### config.mk
export PLATFORM = sky130hd
export DESIGN_NAME = hazard_ctrl
export DESIGN_NICKNAME = d
export VERILOG_FILES = /design/src/rtl/hazard_ctrl_pkg.sv /design/src/rtl/hazard_ctrl_md_tracker.sv /design/src/rtl/hazard_ctrl.sv
export SDC_FILE = /design/constraint.sdc
export NUM_CORES = 1
export LEC_CHECK = 0
export ABC_AREA = 1
export CAP_MARGIN = 20
export CORE_MARGIN = 2
export CORE_UTILIZATION = 37
export DETAILED_ROUTE_END_ITERATION = 8
export PLACE_DENSITY_LB_ADDON = 0.08
export SLEW_MARGIN = 40
export SYNTH_ARGS = -nofsm -noshare
export SYNTH_HDL_FRONTEND = slang
export SYNTH_SLANG_ARGS = --single-unit
### constraint.sdc
create_clock -name clk -period 1.8 [get_ports clk]
set_input_delay 0.54 -clock clk [delete_from_list [all_inputs] [get_ports clk]]
set_output_delay 0.54 -clock clk [all_outputs]
set_load 0.03 [all_outputs]
### src/rtl/hazard_ctrl_pkg.sv
// hazard_ctrl_pkg: shared pipeline types for the hazard scheduler.
//   fwd_sel_t  - decode comparator operand source (regfile / M / W)
//   md_state_t - mult/div occupancy FSM states
//   CNT_W      - width of the mult/div down counter
//   reg_match  - producer-to-source register match rule
package hazard_ctrl_pkg;

    localparam int CNT_W = 6;

    typedef enum logic [1:0] {
        FWD_RF = 2'b00,
        FWD_M  = 2'b01,
        FWD_W  = 2'b10
    } fwd_sel_t;

    typedef enum logic {
        MD_IDLE = 1'b0,
        MD_BUSY = 1'b1
    } md_state_t;

    // $0 is hardwired, so a write to it never creates a dependency.
    function automatic logic reg_match(input logic       we,
                                       input logic [4:0] wa,
                                       input logic [4:0] src);
        return we && (wa != 5'd0) && (wa == src);
    endfunction

endpackage

### src/rtl/hazard_ctrl_md_tracker.sv
// md_tracker: mult/div unit occupancy FSM.
//   clk, reset - core clock, synchronous active-high reset
//   start_i    - E-stage mult/div is leaving E this cycle (already qualified)
//   is_div_i   - 1 = divide, 0 = multiply
//   kill_i     - exception redirect, abandons any running operation
//   busy_o     - unit occupied (state register decode)
module md_tracker
    import hazard_ctrl_pkg::*;
#(
    parameter int DIV_CYCLES = 32,
    parameter int MUL_CYCLES = 2
) (
    input  logic clk,
    input  logic reset,
    input  logic start_i,
    input  logic is_div_i,
    input  logic kill_i,
    output logic busy_o
);

    // Counter holds remaining busy cycles minus one, so busy spans exactly N.
    localparam logic [CNT_W-1:0] DIV_LOAD = CNT_W'(DIV_CYCLES - 1);
    localparam logic [CNT_W-1:0] MUL_LOAD = CNT_W'(MUL_CYCLES - 1);

    md_state_t        state_q;
    logic [CNT_W-1:0] cnt_q;

    always_ff @(posedge clk) begin
        if (reset || kill_i) begin
            state_q <= MD_IDLE;
            cnt_q   <= '0;
        end else begin
            case (state_q)
                MD_IDLE: begin
                    if (start_i) begin
                        state_q <= MD_BUSY;
                        cnt_q   <= is_div_i ? DIV_LOAD : MUL_LOAD;
                    end
                end
                MD_BUSY: begin
                    // Counts down through pipeline stalls: the unit runs freely.
                    if (cnt_q == '0) state_q <= MD_IDLE;
                    else             cnt_q   <= cnt_q - CNT_W'(1);
                end
                default: begin
                    state_q <= MD_IDLE;
                    cnt_q   <= '0;
                end
            endcase
        end
    end

    assign busy_o = (state_q == MD_BUSY);

endmodule

### src/rtl/hazard_ctrl.sv
// hazard_ctrl: hazard and stall scheduler for the five-stage core.
//   Inputs : decode source regs/usage, E/M/W destination regs, load flags,
//            mult/div start, imem/dmem waits, exception redirect.
//   Outputs: stallF/D/E/M, flushD/E/M, decode comparator forward selects
//            fwd_d_a/b, md_busy.
//   Build option: DECODE_BRANCH_FWD_EN adds M/W forwarding into the decode
//   comparator; without it every early-use dependency stalls until writeback.
module hazard_ctrl
    import hazard_ctrl_pkg::*;
#(
    parameter int DIV_CYCLES = 32,
    parameter int MUL_CYCLES = 2
) (
    input  logic       clk,
    input  logic       reset,
    input  logic [4:0] d_ra1,
    input  logic [4:0] d_ra2,
    input  logic       d_use_rs,
    input  logic       d_use_rt,
    input  logic       d_use_rs_early,
    input  logic       d_use_rt_early,
    input  logic       d_reads_hilo,
    input  logic [4:0] e_wa,
    input  logic [4:0] m_wa,
    input  logic [4:0] w_wa,
    input  logic       e_regwrite,
    input  logic       m_regwrite,
    input  logic       w_regwrite,
    input  logic       e_memread,
    input  logic       m_memread,
    input  logic       e_md_start,
    input  logic       e_md_is_div,
    input  logic       i_stall,
    input  logic       d_stall,
    input  logic       exc_flush,
    output logic       stallF,
    output logic       stallD,
    output logic       stallE,
    output logic       stallM,
    output logic       flushD,
    output logic       flushE,
    output logic       flushM,
    output logic [1:0] fwd_d_a,
    output logic [1:0] fwd_d_b,
    output logic       md_busy
);

    // Per-source, per-producer matches.
    logic e_a, e_b, m_a, m_b, w_a, w_b;
    assign e_a = reg_match(e_regwrite, e_wa, d_ra1);
    assign e_b = reg_match(e_regwrite, e_wa, d_ra2);
    assign m_a = reg_match(m_regwrite, m_wa, d_ra1);
    assign m_b = reg_match(m_regwrite, m_wa, d_ra2);
    assign w_a = reg_match(w_regwrite, w_wa, d_ra1);
    assign w_b = reg_match(w_regwrite, w_wa, d_ra2);

    logic load_use, early_haz, md_haz, hazard, freeze;
    logic nofwd_a, nofwd_b;
    fwd_sel_t fwd_a, fwd_b;

    assign load_use = e_memread &&
                      (((d_use_rs || d_use_rs_early) && e_a) ||
                       ((d_use_rt || d_use_rt_early) && e_b));

`ifdef DECODE_BRANCH_FWD_EN
    assign nofwd_a = 1'b0;
    assign nofwd_b = 1'b0;

    // A load in M has no data yet; that case stalls below instead.
    always_comb begin
        fwd_a = FWD_RF;
        fwd_b = FWD_RF;
        if (d_use_rs_early) begin
            if (m_a)      fwd_a = m_memread ? FWD_RF : FWD_M;
            else if (w_a) fwd_a = FWD_W;
        end
        if (d_use_rt_early) begin
            if (m_b)      fwd_b = m_memread ? FWD_RF : FWD_M;
            else if (w_b) fwd_b = FWD_W;
        end
    end
`else
    // No comparator bypass: wait until the producer has left W.
    assign nofwd_a = m_a || w_a;
    assign nofwd_b = m_b || w_b;
    assign fwd_a   = FWD_RF;
    assign fwd_b   = FWD_RF;
`endif

    assign early_haz = (d_use_rs_early && (e_a || (m_a && m_memread) || nofwd_a)) ||
                       (d_use_rt_early && (e_b || (m_b && m_memread) || nofwd_b));

    logic busy_raw, md_start;

    // A frozen or squashed E stage must not launch the unit.
    assign md_start = e_md_start && !freeze && !exc_flush;

    md_tracker #(
        .DIV_CYCLES (DIV_CYCLES),
        .MUL_CYCLES (MUL_CYCLES)
    ) u_md (
        .clk      (clk),
        .reset    (reset),
        .start_i  (md_start),
        .is_div_i (e_md_is_div),
        .kill_i   (exc_flush),
        .busy_o   (busy_raw)
    );

    assign md_busy = busy_raw && !reset;
    assign md_haz  = md_busy && (d_reads_hilo || e_md_start);
    assign hazard  = load_use || early_haz || md_haz;
    assign freeze  = i_stall || d_stall;

    always_comb begin
        stallF  = 1'b0;
        stallD  = 1'b0;
        stallE  = 1'b0;
        stallM  = 1'b0;
        flushD  = 1'b0;
        flushE  = 1'b0;
        flushM  = 1'b0;
        fwd_d_a = fwd_a;
        fwd_d_b = fwd_b;
        if (reset) begin
            flushD  = 1'b1;
            flushE  = 1'b1;
            flushM  = 1'b1;
            fwd_d_a = FWD_RF;
            fwd_d_b = FWD_RF;
        end else if (exc_flush) begin
            // Fetch still cannot advance without an imem response.
            stallF = i_stall;
            flushD = 1'b1;
            flushE = 1'b1;
            flushM = 1'b1;
        end else if (freeze) begin
            // Hold everything; a pending bubble is reissued after the freeze.
            stallF = 1'b1;
            stallD = 1'b1;
            stallE = 1'b1;
            stallM = 1'b1;
        end else if (hazard) begin
            stallF = 1'b1;
            stallD = 1'b1;
            flushE = 1'b1;
        end
    end

endmodule

# ---- Word level (Yosys, flattened, before mapping)
# Cells that the tools add are included.
dict set report classes {
  n_mux 21
  magnitude_cmp 0
  shift 0
  bitwise 1
  reduce_logical 43
  add_sub_neg 1
  n_div 0
  n_eq_ne 8
  mul 0
}
# operator count
set ops {}
lappend ops {{$eq A5 B5 Y1} 6}
lappend ops {{$logic_and A1 B1 Y1} 20}
lappend ops {{$mux W1} 16}
lappend ops {{$logic_or A1 B1 Y1} 15}
lappend ops {{$reduce_bool A5 Y1} 3}
lappend ops {{$mux W6} 2}
lappend ops {{$pmux W6 S2} 1}
lappend ops {{$logic_not A6 Y1} 1}
lappend ops {{$sub A6 B1 Y6 const B} 1}
lappend ops {{$mux W5} 1}
lappend ops {{$ne A2 B2 Y1 const B} 2}
lappend ops {{$logic_not A1 Y1} 3}
lappend ops {{$pmux W1 S2} 1}
lappend ops {{$reduce_and A2 Y1} 1}
lappend ops {{$not A1 Y1} 1}
dict set report word_totals {
  ram_bits 0
  mem_count 0
  in_bits 42
  out_inout_bits 12
  romBits 0
  register_bits 7
  latch_bits 0
}

# ---- Logic depth before layout (Yosys ltp)
dict set report depth {
  word_depth 14
  ltp_mapped 12
  mapped_depth_nobuf 12
}

# ---- By module
# A second synthesis with hierarchy kept.
dict set report unflattened {
  hier_cells 237
  hier_area_um2 1228.7
}
# module seq_area_each_um2 n_inst cells_per_inst area_each_um2
set modules_own_cells {}
lappend modules_own_cells {hazard_ctrl 0.0 1 169 765.7}
lappend modules_own_cells {md_tracker 140.1 1 68 462.9}

# ---- Worst setup path before layout
# Ideal clock, no wire load.
dict set report synth_timing {
  kind {input to output}
  from {input port reset}
  to {output port flushE}
  path_stages 6
  required_time_ns 1.260
  slack_ns -0.437
  t_arrival_ns 1.697
  path_buffers 0
  path_cell_list {nor2_4 -> inv_1 -> nor2_1 -> inv_1 -> nand2_1 -> inv_1}
}
dict set report synth_between {
  elab_chain_cells 8
}
# item line_no
set synth_lines {}
lappend synth_lines {{start: declaration} hazard_ctrl.sv:15} ;# input logic reset,
lappend synth_lines {{$logic_not A1 Y1} hazard_ctrl.sv:110} ;# assign md_busy = busy_raw && !reset;
lappend synth_lines {{$logic_and A1 B1 Y1} hazard_ctrl.sv:110}
lappend synth_lines {{$logic_and A1 B1 Y1} hazard_ctrl.sv:111} ;# assign md_haz = md_busy && (d_reads_hilo || e_md_start);
lappend synth_lines {{$logic_or A1 B1 Y1} hazard_ctrl.sv:112} ;# assign hazard = load_use || early_haz || md_haz;
lappend synth_lines {{$mux W1} hazard_ctrl.sv:143} ;# end else if (hazard) begin
lappend synth_lines {{$mux W1} hazard_ctrl.sv:137} ;# end else if (freeze) begin
lappend synth_lines {{$mux W1} hazard_ctrl.sv:131} ;# end else if (exc_flush) begin
lappend synth_lines {{$mux W1 *} hazard_ctrl.sv:125} ;# if (reset) begin
lappend synth_lines {{end: declaration} hazard_ctrl.sv:41} ;# output logic flushE,
# Mark *: on every way between the ends. The rest lies on a longest branch, timed or not.

# ---- Worst setup path after layout
dict set report layout_timing {
  from {input port d_ra1[1]}
  to {output port stallD}
}
dict set report layout_between {
  elab_chain_cells 13
  word_cells_on_any_way 21
  cone_classes {eq/ne (3); mux (4); reduce/logical (14)}
}
# item line_no
set layout_lines {}
lappend layout_lines {{start: declaration} hazard_ctrl.sv:16} ;# input logic [4:0] d_ra1,
lappend layout_lines {{$eq A5 B5 Y1} hazard_ctrl_pkg.sv:25} ;# return we && (wa != 5'd0) && (wa == src);
lappend layout_lines {{$logic_and A1 B1 Y1} hazard_ctrl_pkg.sv:25}
lappend layout_lines {{$logic_and A1 B1 Y1} hazard_ctrl.sv:90} ;# assign early_haz = (d_use_rs_early && (e_a || (m_a && m_memread) || nofwd_a)) ||
lappend layout_lines {{$logic_or A1 B1 Y1 (2 in a row)} hazard_ctrl.sv:90}
lappend layout_lines {{$logic_and A1 B1 Y1} hazard_ctrl.sv:90}
lappend layout_lines {{$logic_or A1 B1 Y1} hazard_ctrl.sv:90}
lappend layout_lines {{$logic_or A1 B1 Y1 * (2 in a row)} hazard_ctrl.sv:112}
lappend layout_lines {{$mux W1 *} hazard_ctrl.sv:143}
lappend layout_lines {{$mux W1 *} hazard_ctrl.sv:137}
lappend layout_lines {{$mux W1 *} hazard_ctrl.sv:131}
lappend layout_lines {{$mux W1 *} hazard_ctrl.sv:125}
lappend layout_lines {{end: declaration} hazard_ctrl.sv:37} ;# output logic stallD,
# Marked as above.

==> summary.txt <==
Outcome
  • Status: complete, but fails checks
  • Failing checks: negative setup slack

STA
  • RSZ-0062 raised after global routing: true
  • Final setup TNS: -1310 ps
  • Final Skew: 0.434 ps
  • Max Slew Vio Count: 0
  • Period minus WS final: 2240 ps
  • Final Hold Fails: 0
  • Final hold slack: 500 ps
  • Fmax: 446 MHz
  • Final Setup Violations: 5
  • Final WS setup: -444 ps
  • Tcrit/Tclk final: 125%

GRT
  • First-pass GRT wire length: 5.44 mm
  • Largest net degree at the start of global routing: 7
  • Number of global-route vias before repair: 1277
  • Grt ovf: 0
  • GRT Total Usage: 19.6%
  • Antenna violations before repair: 0

Layout
  • Diode count: 0
  • Final net count: 320
  • Fillers: 330
  • Layout cells sized above 1: 39.5%
  • Area delta synth->final: 56.0%

Worst setup path
  • Critical Path Start: d_ra1[1]
  • Crit-path max cell delay: 150 ps
  • Crit-path slowest cell: a21oi_2
  • RR Startpoint: u_md.cnt_q[0]
  • R2R Path End: u_md.cnt_q[3]
  • Crit-path cells: buf_6 -> buf_6 -> inv_8 -> nand2_2 -> nand2_1 -> nand2_2 -> nor2_4 -> nand3_2 -> a21oi_2 -> nor2_2 -> nand4_2 -> nand2_1 -> inv_2 -> buf_6
  • CP Class: primary input to output port
  • Peak fanout along the critical path: 4
  • CP endpoint: stallD
  • CP endpoint kind: output port
  • Crit path required time: 1260 ps
  • Startpoint types: primary input
  • CP most frequent cell: buf_6
  • Crit path DAT: 1700 ps
  • R2R Setup Slk: 250 ps
  • Reg2Reg Depth: 8

Placed design
  • Routability cong.: 0.814
  • Port Buf Inserts: 48
  • Placed wire-length estimate: 2.58 mm

Yosys
  • Cells after Synth: 208
  • Sequential area share after synthesis: 12.3%
  • Seq cells post-synth: 7
  • Post-synth EDFFs: 0
  • Synthesized area: 1140 um2
  • Area share of the largest cell type after synthesis: 21.7%
  • Synth unique cells: 27
  • Cells taking the most area after synthesis: nand2_1 (22%), dfxtp_1 (12%), inv_1 (11%)
  • Synth area leader: nand2_1
  • Synth warn: 0
  • Async set-reset flop share out of synthesis: 0%
  • Most frequently used flop master after synthesis: dfxtp_1
  • Syn_area_per_cell: 5.48 um2

CTS
  • CTS tree: built
  • Hold buffers post-CTS: 0
  • Root Driver: clkbuf_4
  • CTS Buf Count: 3
  • CTS clock-pin slew for the worst setup and hold paths: 50 ps
  • Clock sink count: 7
  • Longest Clk Path Bufs: 2
  • Clock Latency Late Sink: 250 ps
  • H-tree depth: 1

Job
  • Max_cap viols: 0

Floorplanning
  • FP Rows: 20
  • Boundary Pins: 54
  • Die H: 59.5 um
  • Die Area: 3540 um2
  • Effective utilization at floorplan: 38.0%
  • Die Wd: 59.5 um
  • Total core area: 3000 um2

Pwr
  • Power Total: 647 uW
  • Clk pwr share: 22.6%
  • Power density over cell area: 364 nW/um2
  • P_leak: 0.962 nW
  • Worst ir drop on vdd: 0.143 mV
  • Switching power: 249 uW
  • Pint: 398 uW
  • Switch share: 38.4%
  • Reg power frac: 24.6%
  • Logic gate share of total power: 52.8%

Drt
  • Routed WL: 3.07 mm
  • Number of nets with antenna violations after routing: 0
  • DRC Markers: 0
  • Via Count: 1432
  • Post-detailed-route wirelength per cell: 9.93 um
  • Starting DRC count in detailed routing: 62
  • Pre-Repair DR Iteration Count: 4
  • Post-DR vias/cell: 4.63

Worst hold path
  • Hold Crit Class: register to register
-- synthesized netlist by cell type (4+ instances only) --
cell type / n
buf_4: 6
nor2_1: 26
nand2_2: 4
inv_2: 7
nand4_1: 5
xor2_1: 11
nand3_1: 8
inv_1: 33
nand2_1: 66
a21oi_1: 6
dfxtp_1: 7
o21ai_0: 7
-- layout make-up --
type | count | area (um2) | area share, %
sequential | 7 | 140 | 7.88
multi-input combinational | 158 | 865 | 48.6
tap | 33 | 41.3 | 2.32
inverter | 40 | 175 | 9.85
clock buffer | 4 | 26.3 | 1.48
timing repair buffer | 67 | 531 | 29.8
-- repair_timing --
| item | in CTS | in global routing |
|---|---|---|
| endpoints found under the setup margin | 8 | 7 |
| setup buffers | 1 | 2 |
| pin swaps | 30 | 14 |
| gates resized for setup | 149 | 11 |
| endpoints found under the hold margin | 0 | 0 |
-- logic make-up (layout without fill, tap and decap cells) --
group	after synthesis	count (layout)	share of synthesized area, %
fa+ha+maj	1	1	1.10
xor+xnor	14	14	10.8
compound gates	20	20	11.6
flops	7	7	12.3
simple gates	119	119	46.8
buf+inv	46	111	17.1
other cells	1	4	0.329
-- metal layers --
metal	track usage [%]	wire length [um]
met4	5.40	16
met1	27.1	1440
met5	0	0
met2	31.9	1490
met3	2.40	121
-- flip-flops by register name, summed over array words and instances, names as in the netlist --
| signal | count |
|---|---|
| u_md.busy_o | 1 |
| u_md.cnt_q | 6 |
-- worst max-delay path: cells and delay by family --
| kind | cells | cell delay, ps |
|---|---|---|
| simple gates | 8 | 570 |
| compound gates | 1 | 150 |
| buf+inv | 5 | 420 |
-- layout by cell type, fill, tap and decap left out --
cell and count:
o31ai_1 1, ha_1 1, o21ai_2 2, a21oi_1 6
buf_8 1, nand4_1 5, conb_1 4, inv_1 18
inv_4 2, nand3_2 2, buf_6 14, clkdlybuf4s50_1 5
nor2_4 5, xnor2_1 3, nand2_2 7, nor2_2 4
o21ai_0 4, buf_2 26, dfxtp_1 7, nor2_1 21
dlygate4sd2_1 6, nand2_1 63, buf_12 1, inv_8 2
xor2_1 11, nor3_1 1, or2_1 1, a21oi_2 1
nand4_2 2, a211oi_2 3, inv_2 17, or2_4 1
nand3_1 6, clkbuf_4 3, nand2_4 1, buf_4 14
clkbuf_1 1, inv_6 1, o21ai_1 3
-- metrics by stage --
| stage | cell area, um2 | worst slack (ps) | utilization, % | std cells |
|---|---|---|---|---|
| 3_3_place_gp | 1780 | -924 | 59.3 | 302 |
| 6_report | 1780 | -444 | 59.2 | 309 |
| 5_1_grt | 1780 | -567 | 59.2 | 309 |
| 2_1_floorplan | 1190 | -146 | - | 211 |
| 4_1_cts | 1780 | -431 | 59.2 | 307 |
| 3_5_place_dp | 1780 | -937 | 59.3 | 302 |
-- power by group through the flow --
stage               registers [mW]  logic [mW]  clock network [mW]
floorplan                    0.162       0.173                   0
global placement             0.162       0.340                   0
detailed placement           0.162       0.342                   0
CTS                          0.159       0.338               0.155
global route                 0.159       0.382               0.166
finish                       0.159       0.342               0.146
-- how the worst min path moves through the flow --
stage,start,endpoint,slack [ps],cells after the start
2_1_floorplan,u_md.cnt_q[5],u_md.cnt_q[5],480,2
3_3_place_gp,u_md.cnt_q[5],u_md.cnt_q[5],490,2
3_5_place_dp,u_md.cnt_q[5],u_md.cnt_q[5],490,2
4_1_cts,u_md.cnt_q[5],u_md.cnt_q[5],500,2
5_1_grt,u_md.cnt_q[5],u_md.cnt_q[5],530,2
6_report,u_md.cnt_q[5],u_md.cnt_q[5],500,2
Power figures use the tool's default switching activity.
